## config.mk

```make
export PLATFORM = sky130hd
export DESIGN_NAME = alias_bus_arbiter_flat
export DESIGN_NICKNAME = d
export VERILOG_FILES = /design/src/rtl/alias_bus_arbiter_if.sv /design/src/rtl/alias_bus_arbiter.sv /design/src/flat_wrapper.sv
export SDC_FILE = /design/constraint.sdc
export NUM_CORES = 1
export LEC_CHECK = 0
export BUFFER_PORTS_ARGS = -buffer_cell sky130_fd_sc_hd__buf_2
export CAP_MARGIN = 10
export CORE_MARGIN = 8
export CORE_UTILIZATION = 50
export DETAILED_ROUTE_END_ITERATION = 8
export PLACE_DENSITY = 0.93
export SYNTH_ARGS = -nofsm -noshare
export SYNTH_HDL_FRONTEND = slang
export SYNTH_SLANG_ARGS = --single-unit
```

## constraint.sdc

```tcl
create_clock -name clk -period 6.2 [get_ports clk]
set_input_delay 1.86 -clock clk [delete_from_list [all_inputs] [get_ports clk]]
set_output_delay 1.86 -clock clk [all_outputs]
set_load 0.005 [all_outputs]
```

## src/rtl/alias_bus_arbiter_if.sv

```systemverilog
// alias_bus_arbiter_if
//   Bundles the request side and the resolved-bus side of the shared-bus
//   arbiter so the channels and the arbiter connect through one port.
//
//   Signals
//     req        NCH            per-channel drive request
//     wdata      NCH*WIDTH      per-channel drive data, channel i at [i*WIDTH +: WIDTH]
//     grant      NCH            one-hot current owner, all-zero when idle
//     owner      $clog2(NCH)    index of the current owner, 0 when idle
//     bus        WIDTH          resolved shared value
//     bus_valid  1              bus was written by an owner on the previous edge
//     contend    16             saturating count of contended cycles
//
//   Modports
//     master     channel side: drives req/wdata, observes the results
//     slave      arbiter side: consumes req/wdata, drives the results
interface alias_bus_arbiter_if #(
  parameter int WIDTH = 32,
  parameter int NCH   = 3
);
  localparam int OW = $clog2(NCH);

  logic [NCH-1:0]       req;
  logic [NCH*WIDTH-1:0] wdata;
  logic [NCH-1:0]       grant;
  logic [OW-1:0]        owner;
  logic [WIDTH-1:0]     bus;
  logic                 bus_valid;
  logic [15:0]          contend;

  modport master (
    output req, wdata,
    input  grant, owner, bus, bus_valid, contend
  );

  modport slave (
    input  req, wdata,
    output grant, owner, bus, bus_valid, contend
  );
endinterface

```

## src/rtl/alias_bus_arbiter.sv

```systemverilog
// alias_bus_arbiter
//   N-channel shared-bus resolver. Channels request the single shared net;
//   a round-robin arbiter with a bounded hold picks exactly one owner per
//   cycle and the owner's data is registered onto the bus every channel
//   reads, so all channels always observe one consistent value. Also keeps
//   a saturating count of cycles in which more than one channel requested.
//
//   Ports
//     clk   in   clock, all state updates on the rising edge
//     rst   in   synchronous reset, active-high, wins over everything else
//     ab    slave modport of alias_bus_arbiter_if (req, wdata in;
//           grant, owner, bus, bus_valid, contend out)
module alias_bus_arbiter #(
  parameter int               WIDTH     = 32,
  parameter int               NCH       = 3,
  parameter int               HOLD_MAX  = 4,
  parameter logic [WIDTH-1:0] RESET_VAL = WIDTH'(32'hdeadbeef)
) (
  input  logic                clk,
  input  logic                rst,
  alias_bus_arbiter_if.slave  ab
);
  localparam int OW = $clog2(NCH);
  localparam int HW = $clog2(HOLD_MAX + 1);

  typedef enum logic {IDLE, OWNED} state_t;

  state_t           state_q, state_next;
  logic [OW-1:0]    owner_q, owner_next;
  logic [OW-1:0]    rr_q, rr_next;
  logic [HW-1:0]    hold_q, hold_next;
  logic [WIDTH-1:0] bus_q;
  logic             bus_valid_q;
  logic [15:0]      contend_q;
  logic [NCH-1:0]   others;
  logic             multi_req;

  // First requester found scanning upward from start, wrapping NCH-1 -> 0.
  function automatic logic [OW-1:0] pick_from(input logic [NCH-1:0] r,
                                               input logic [OW-1:0]  start);
    logic [OW-1:0] result;
    logic [OW-1:0] idx;
    logic          found;
    result = '0;
    found  = 1'b0;
    for (int i = 0; i < NCH; i++) begin
      idx = OW'((int'(start) + i) % NCH);
      if (!found && r[idx]) begin
        result = idx;
        found  = 1'b1;
      end
    end
    return result;
  endfunction

  function automatic logic [OW-1:0] next_of(input logic [OW-1:0] o);
    return OW'((int'(o) + 1) % NCH);
  endfunction

  // Requests from everyone except the current owner decide whether a
  // handover or a forced rotation is possible.
  assign others    = ab.req & ~(NCH'(1) << owner_q);
  // Clearing the lowest set bit leaves something only if two or more are set.
  assign multi_req = |(ab.req & (ab.req - 1'b1));

  // State register plus the registered bus and contention counter. The bus
  // captures the owner held before the edge, so it lags grant by one cycle.
  always_ff @(posedge clk) begin
    if (rst) begin
      state_q     <= IDLE;
      owner_q     <= '0;
      rr_q        <= '0;
      hold_q      <= '0;
      bus_q       <= RESET_VAL;
      bus_valid_q <= 1'b0;
      contend_q   <= '0;
    end else begin
      state_q <= state_next;
      owner_q <= owner_next;
      rr_q    <= rr_next;
      hold_q  <= hold_next;
      if (state_q == OWNED) begin
        bus_q       <= ab.wdata[owner_q*WIDTH +: WIDTH];
        bus_valid_q <= 1'b1;
      end else begin
        bus_valid_q <= 1'b0;
      end
      if (multi_req && contend_q != 16'hffff) begin
        contend_q <= contend_q + 16'd1;
      end
    end
  end

  // Next-state: idle pickup from the rr pointer, release with same-edge
  // handover, hold counting, and forced rotation once the hold limit is hit.
  always_comb begin
    state_next = state_q;
    owner_next = owner_q;
    rr_next    = rr_q;
    hold_next  = hold_q;
    case (state_q)
      IDLE: begin
        if (|ab.req) begin
          state_next = OWNED;
          owner_next = pick_from(ab.req, rr_q);
          hold_next  = HW'(1);
        end
      end
      OWNED: begin
        if (!ab.req[owner_q]) begin
          rr_next = next_of(owner_q);
          if (|others) begin
            owner_next = pick_from(others, next_of(owner_q));
            hold_next  = HW'(1);
          end else begin
            state_next = IDLE;
            owner_next = '0;
            hold_next  = '0;
          end
        end else if (!(|others)) begin
          if (hold_q != HW'(HOLD_MAX)) begin
            hold_next = hold_q + 1'b1;
          end
        end else if (hold_q != HW'(HOLD_MAX)) begin
          hold_next = hold_q + 1'b1;
        end else begin
          rr_next    = next_of(owner_q);
          owner_next = pick_from(others, next_of(owner_q));
          hold_next  = HW'(1);
        end
      end
      default: begin
        state_next = IDLE;
        owner_next = '0;
        hold_next  = '0;
      end
    endcase
  end

  // Outputs are pure decodes of registered state, so grant/owner change
  // only on clock edges.
  always_comb begin
    ab.grant = '0;
    ab.owner = '0;
    if (state_q == OWNED) begin
      ab.grant = NCH'(1) << owner_q;
      ab.owner = owner_q;
    end
  end

  assign ab.bus       = bus_q;
  assign ab.bus_valid = bus_valid_q;
  assign ab.contend   = contend_q;
endmodule
```

## src/flat_wrapper.sv

```systemverilog
// flat-port wrapper written by rule: the top's interface ports become plain ports
module alias_bus_arbiter_flat 
#(
  parameter int               WIDTH     = 32,
  parameter int               NCH       = 3,
  parameter int               HOLD_MAX  = 4,
  parameter logic [WIDTH-1:0] RESET_VAL = WIDTH'(32'hdeadbeef)
)
  (clk, rst, ab_req, ab_wdata, ab_grant, ab_owner, ab_bus, ab_bus_valid, ab_contend);
  alias_bus_arbiter_if #(.WIDTH(WIDTH), .NCH(NCH)) ab_i ();
  input  logic clk;
  input  logic rst;
  input wire logic [$bits(ab_i.req)-1:0] ab_req;
  input wire logic [$bits(ab_i.wdata)-1:0] ab_wdata;
  output wire logic [$bits(ab_i.grant)-1:0] ab_grant;
  output wire logic [$bits(ab_i.owner)-1:0] ab_owner;
  output wire logic [$bits(ab_i.bus)-1:0] ab_bus;
  output wire logic [$bits(ab_i.bus_valid)-1:0] ab_bus_valid;
  output wire logic [$bits(ab_i.contend)-1:0] ab_contend;
  assign ab_i.req = ab_req;
  assign ab_i.wdata = ab_wdata;
  assign ab_grant = ab_i.grant;
  assign ab_owner = ab_i.owner;
  assign ab_bus = ab_i.bus;
  assign ab_bus_valid = ab_i.bus_valid;
  assign ab_contend = ab_i.contend;
  alias_bus_arbiter #(.WIDTH(WIDTH), .NCH(NCH), .HOLD_MAX(HOLD_MAX), .RESET_VAL(RESET_VAL)) u_core (.clk(clk), .rst(rst), .ab(ab_i));
endmodule
```

==> qor.csv, run 1 <==
metric;value;unit
clk_skew;0.01213;ns
router iterations before antenna repair;5;
Worst-Skew Late Latency;0.32;ns
highest clock rate;270.9;MHz
Commonest cells post-synth;nor2_1 (58), dfxtp_1 (57), a221oi_1 (34);
cts hold-fix bufs;0;
Crit Path Max Fanout;14;
synthesized area per cell;9.269;um2
Area growth syn-to-layout;28.17;%
Final Hold Fails;0;
CTS-repair resized insts;0;
Worst Hold Class;reg -> reg;
CTS Buf Count;9;
WL/cell;17.84;um
fraction of layout cells with a size suffix above 1;42.50;%
switching fraction of total power;31.70;%
Final Max Slew Viols;0;
largest net degree at the start of global routing;58;
clk sinks;57;
setup TNS;0;ns
placed cells;607;
outcome;complete, no violations;
antenna violations before repair;0;
Clock transition at path regs;0.06;ns
port bufs;154;
Tcrit/Tclk final;59.54;%
post-synthesis sequential area ratio;32.40;%
first-pass GRT wire length;17900;um
crit-path cells;clkinv_1 -> ha_1 -> and2_1 -> buf_2;
Design Area, Final;4514;um2
Total Routing Usage GR;22.00;%
CTS tree;done;
initial DRC count;183;
DIE AREA;9986;um2
vias in the first global route;3701;
CP Capture Type;primary output;
Yosys warning total;0;
DRC;0;
Die Span Y;99.93;um
critical path's slowest cell;ha_1;
final setup fails;0;
Rows;30;
static leakage;0.002031;uW
Least-Margin Pin Slew;0.9553;ns
Rel. slew slack;36.31;%
DP HPWL;8436;um
Post-CTS Setup Inserts;0;
slowest stage delay, CP;0.43;ns
starting density of the core;51.84;%
DR vias/cell;5.716;
sequential share of power;38.5;%
root buf cell;clkbuf_8;
WP data arrival;1.83;ns
critical path startpoint category;register;
final cell count without fillers;623;
Pwr Density;244.7;nW/um2
width of the chip;99.93;um
H-tree levels;3;
Synth top area share;32.40;%
cell taking the most area after synthesis;dfxtp_1;
count leader, synth;nor2_1;
Post-DP Area;4325;um2
Synth Net Count;493;
diode count;0;
Synth Register Bits;57;
fill cell count;568;
ys async rst share;0;%
GRT overflow;0;
DRT Wirelength;11110;um
main area contributors after synthesis;dfxtp_1 (32%), mux2_2 (10%), a221oi_1 (8.5%), nor2_1 (6.2%), o21bai_1 (5.1%);
Final GP Congestion;0.8927;
Vias;3561;
sw power;350.2;uW
CP required;4.34;ns
Cell Int Power;754.4;uW
CTS max path bufs;2;
post-synthesis cell type count;59;
Clk pwr share;30.4;%
Most used DFF post-synth;dfxtp_1;
IO Pins;155;
MaxCap Viol Count;0;
Nets;635;
core area;6794;um2
Post-Synthesis Cells;380;
Gate power share;31.1;%
Post-synth EDFFs;0;
maximum vdd drop;0.1354;mV
CP Class;reg -> out;
RSZ-0062 raised after global routing;false;
Detail Route Antenna Nets;0;
Period minus WS final;3.691;ns
mapped cell area;3522;um2
-- power by group through the flow --
stage               Sequential (uW)  Clock (uW)  Combinational (uW)
floorplan                       430           0                 226
global placement                431           0                 327
detailed placement              433           0                 341
CTS                             425         342                 343
global route                    430         360                 374
finish                          426         336                 343
-- layout by cell type (no fill, tap or decap), types with 6 or more instances in the layout --
cell and n:
buf_2 154, nor2_1 58, dfxtp_1 57, a221oi_1 34, mux2_2 32, o21bai_1 24, nor3_1 12, ha_1 12
inv_1 10, clkbuf_8 10, nand2_1 9, xnor2_1 9, xor2_1 6, mux2i_1 6
-- cells by family (layout without fill, tap and decap cells) --
group / count (synthesis) / count (layout) / synth area share, %
adders and majority gates: 13 / 13 / 4.653
and+or+nand+nor: 124 / 124 / 20.04
DFF: 57 / 57 / 32.40
AOI/OAI and AO/OA: 93 / 93 / 22.03
buffers and inverters: 39 / 186 / 4.796
muxes: 39 / 39 / 12.36
xor gates and xnor gates: 15 / 15 / 3.730
-- worst max-delay path, delay by kind of cell, from the launching register on --
family,cells,cell delay (ns)
simple gates,1,0.19
fa+ha+maj,1,0.43
flops,1,0.39
buf+inv,2,0.51
-- sequential cells by signal, summed over array words and instances, names as in the netlist --
signal,flops
u_core.ab.bus,32
u_core.ab.contend,16
u_core.hold_q,3
u_core.owner_q,2
u_core.rr_q,2
u_core.ab.bus_valid,1
u_core.state_q,1
-- metrics by stage --
stage          worst slack (ns)  power [uW]  util (%)  hold slack, ns
6_report                  2.509        1105     66.45          0.4788
5_1_grt                   2.337        1164     66.45          0.5159
4_1_cts                   2.479        1110     66.45          0.4817
3_5_place_dp              2.823       773.5     63.66          0.4729
3_3_place_gp              2.870       757.7     63.66          0.4696
2_1_floorplan             3.054       656.3         -          0.4758
-- metal layers --
layer	GRT usage, %	wire [um]	up-vias
met5	0	0	-
met2	40.02	5975	133
met4	9.546	280	0
met1	24.07	4222	1702
li1	-	-	1698
met3	4.360	636	28
-- final timing paths --
check | from | end | slack [ns] | depth (start not counted)
setup / recovery | u_core.owner_q[0] | ab_grant[2] | 2.51 | 4
hold / removal | u_core.ab.bus[17] | u_core.ab.bus[17] | 0.48 | 2
setup reg to reg | u_core.owner_q[0] | u_core.owner_q[0] | 3.68 | 6
hold reg to reg | u_core.ab.bus[17] | u_core.ab.bus[17] | 0.48 | 2
-- layout make-up --
type / count / area [um2] / area share [%]
Clock buffer: 13 / 148.9 / 3.298
Clock inverter: 3 / 40.04 / 0.8869
Inverter: 11 / 41.29 / 0.9146
Multi-Input combinational cell: 284 / 2215 / 49.06
Sequential cell: 57 / 1141 / 25.28
Tap cell: 96 / 120.1 / 2.661
Timing Repair Buffer: 159 / 808.3 / 17.90
(Power assumes the default switching activity.)
==> inputs of run 2 (changes only) <==
Settings changed: CORE_UTILIZATION 50 to 43, PLACE_DENSITY 0.93 to 0.86.
Clock period 6.2 ns to 3.3 ns, I/O delays scaled along.
==> run 2 against run 1 <==
Global-route usage is 2.3 points lower. Combinational power is 89% higher. Critical path type unchanged. Utilization is 11 points lower. Setup slack worse by 2.1 ns. Highest routed layer unchanged. Clock power is 60% higher. Design area is 0.42% lower. Register-to-register slack worse by 3.0 ns. Sequential cell count stayed put. Largest power group unchanged.
==> qor.csv, run 2 (synthesized netlist as in run 1, its figures left out) <==
metric;value;unit;change
worst hold path endpoint;u_core.ab.bus[4];;
width of the chip;106.5;um;+6.6%
placed cells;617;;+1.6%
commonest cells after routing, fill and taps aside;buf_2 (154), nor2_1 (58), dfxtp_1 (56);;
CP Capture Type;primary output;;
Least-Margin Pin Slew;1.001;ns;+0.04518 ns
highest clock rate;346.5;MHz;
CTS max path bufs;2;;unchanged
diode count;0;;unchanged
CTS Buf Count;9;;unchanged
Final Max Slew Viols;0;;unchanged
GRT overflow;0;;unchanged
Tcrit/Tclk final;87.45;%;
Crit Path Max Fanout;14;;unchanged
R2R setup slack;0.68;ns;-3.00 ns
CTS-repair resized insts;0;;unchanged
Die Span Y;106.5;um;+6.6%
Hold Path Depth;2;;unchanged
Final Hold Fails;0;;unchanged
CP required;2.31;ns;-2.03 ns
router iterations before antenna repair;4;;-1
DRT Wirelength;11110;um;about the same
DIE AREA;11340;um2;+14%
Worst Hold Class;reg -> reg;;
initial DRC count;139;;-24%
root buf cell;clkbuf_8;;
cts hold-fix bufs;0;;unchanged
DR vias/cell;5.595;;-2.1%
Rel. slew slack;33.30;%;-3.0 points
clk sinks;57;;unchanged
Nets;636;;+0.16%
IO Pins;155;;unchanged
starting density of the core;43.52;%;-8.3 points
WP data arrival;1.90;ns;+0.07 ns
Hold WS;0.4862;ns;+0.007442 ns
maximum vdd drop;0.1981;mV;+46%
outcome;complete, no violations;;
DP HPWL;8389;um;-0.56%
hold path start;u_core.ab.bus[4];;
RSZ-0062 raised after global routing;false;;
final cell count without fillers;630;;+1.1%
antenna violations before repair;0;;unchanged
clk_skew;0.009205;ns;-0.002924 ns
most common cell after layout, fill and taps aside;buf_2;;
static leakage;0.002017;uW;-0.69%
critical path startpoint category;register;;
Post-CTS Setup Inserts;0;;unchanged
DRC;0;;unchanged
H-tree levels;3;;unchanged
core area;8093;um2;+19%
Detail Route Antenna Nets;0;;unchanged
Pwr Density;441.1;nW/um2;+80%
FF-to-FF path depth;6;;unchanged
Area growth syn-to-layout;27.64;%;
FF-to-FF End;u_core.owner_q[0];;
FF-to-FF Start;u_core.owner_q[0];;
port bufs;154;;unchanged
vias in the first global route;3640;;-1.6%
setup TNS;0;ns;unchanged
CP Class;reg -> out;;
first-pass GRT wire length;18190;um;+1.6%
max reg flops;32;;unchanged
CTS tree;done;;
MaxCap Viol Count;0;;unchanged
largest net degree at the start of global routing;58;;unchanged
final setup fails;0;;unchanged
Clock transition at path regs;0.06;ns;about the same
fraction of layout cells with a size suffix above 1;42.67;%;+0.16 points
Period minus WS final;2.886;ns;
WL/cell;17.63;um;-1.2%
Total Routing Usage GR;19.67;%;-2.3 points
Worst-Skew Late Latency;0.33;ns;about the same
Vias;3525;;-1.0%
Final GP Congestion;0.9095;;+1.9%
Rows;33;;+10%
==> run 2: area by class of cell <==
| cell class | count | area (um2) |
|---|---|---|
| tap | 105 | 131.4 |
| fill | 774 | 3597 |
| multi-input combinational | 284 | 2215 |
| clock inverter | 1 | 5.005 |
| timing repair buffer | 160 | 815.8 |
| inverter | 11 | 41.29 |
| sequential | 57 | 1142 |
| clock buffer | 12 | 145.1 |
==> run 2: critical path, cell delays in order, from the launching register on <==
cell	delay (ns)
dfxtp_1	0.41
clkinv_1	0.40
ha_1	0.44
and2_1	0.19
buf_2	0.13
==> run 2: where the power goes <==
group | internal (uW) | switching (uW)
sequential | 754 | 46.2
clock | 280 | 256
combinational | 298 | 350
total | 1330 | 652
==> run 2: metrics by stage <==
stage          utilization, %  power [uW]  setup WS (ns)  area (um2)
6_report                55.55        1983         0.4142        4496
3_3_place_gp            53.70        1427         0.8350        4345
3_5_place_dp            53.70        1458         0.7388        4345
4_1_cts                 55.55        2003         0.4098        4496
2_1_floorplan               -        1233         0.9307        3522
5_1_grt                 55.55        2104         0.2754        4496
==> run 2: worst max-delay path by stage <==
stage / start / endpoint / slack, ns / cells past startpoint
final: u_core.owner_q[0] / ab_grant[2] / 0.41 / 4
after detailed placement: u_core.owner_q[0] / u_core.owner_q[0] / 0.74 / 6
after global placement: ab_req[0] / u_core.owner_q[0] / 0.83 / 6
after floorplan: u_core.owner_q[0] / u_core.owner_q[0] / 0.93 / 7
after global routing: u_core.owner_q[0] / ab_grant[2] / 0.28 / 4
after CTS: u_core.owner_q[0] / ab_grant[2] / 0.41 / 4
==> run 2: routing by layer <==
| metal | track usage, % | vias to the layer above | part of all wire (%) |
|---|---|---|---|
| li1 | - | 1691 | - |
| met1 | 21.73 | 1690 | 38 |
| met2 | 36.06 | 119 | 55 |
| met3 | 4.537 | 25 | 5.3 |
| met4 | 6.633 | 0 | 2.1 |
| met5 | 0 | - | 0 |
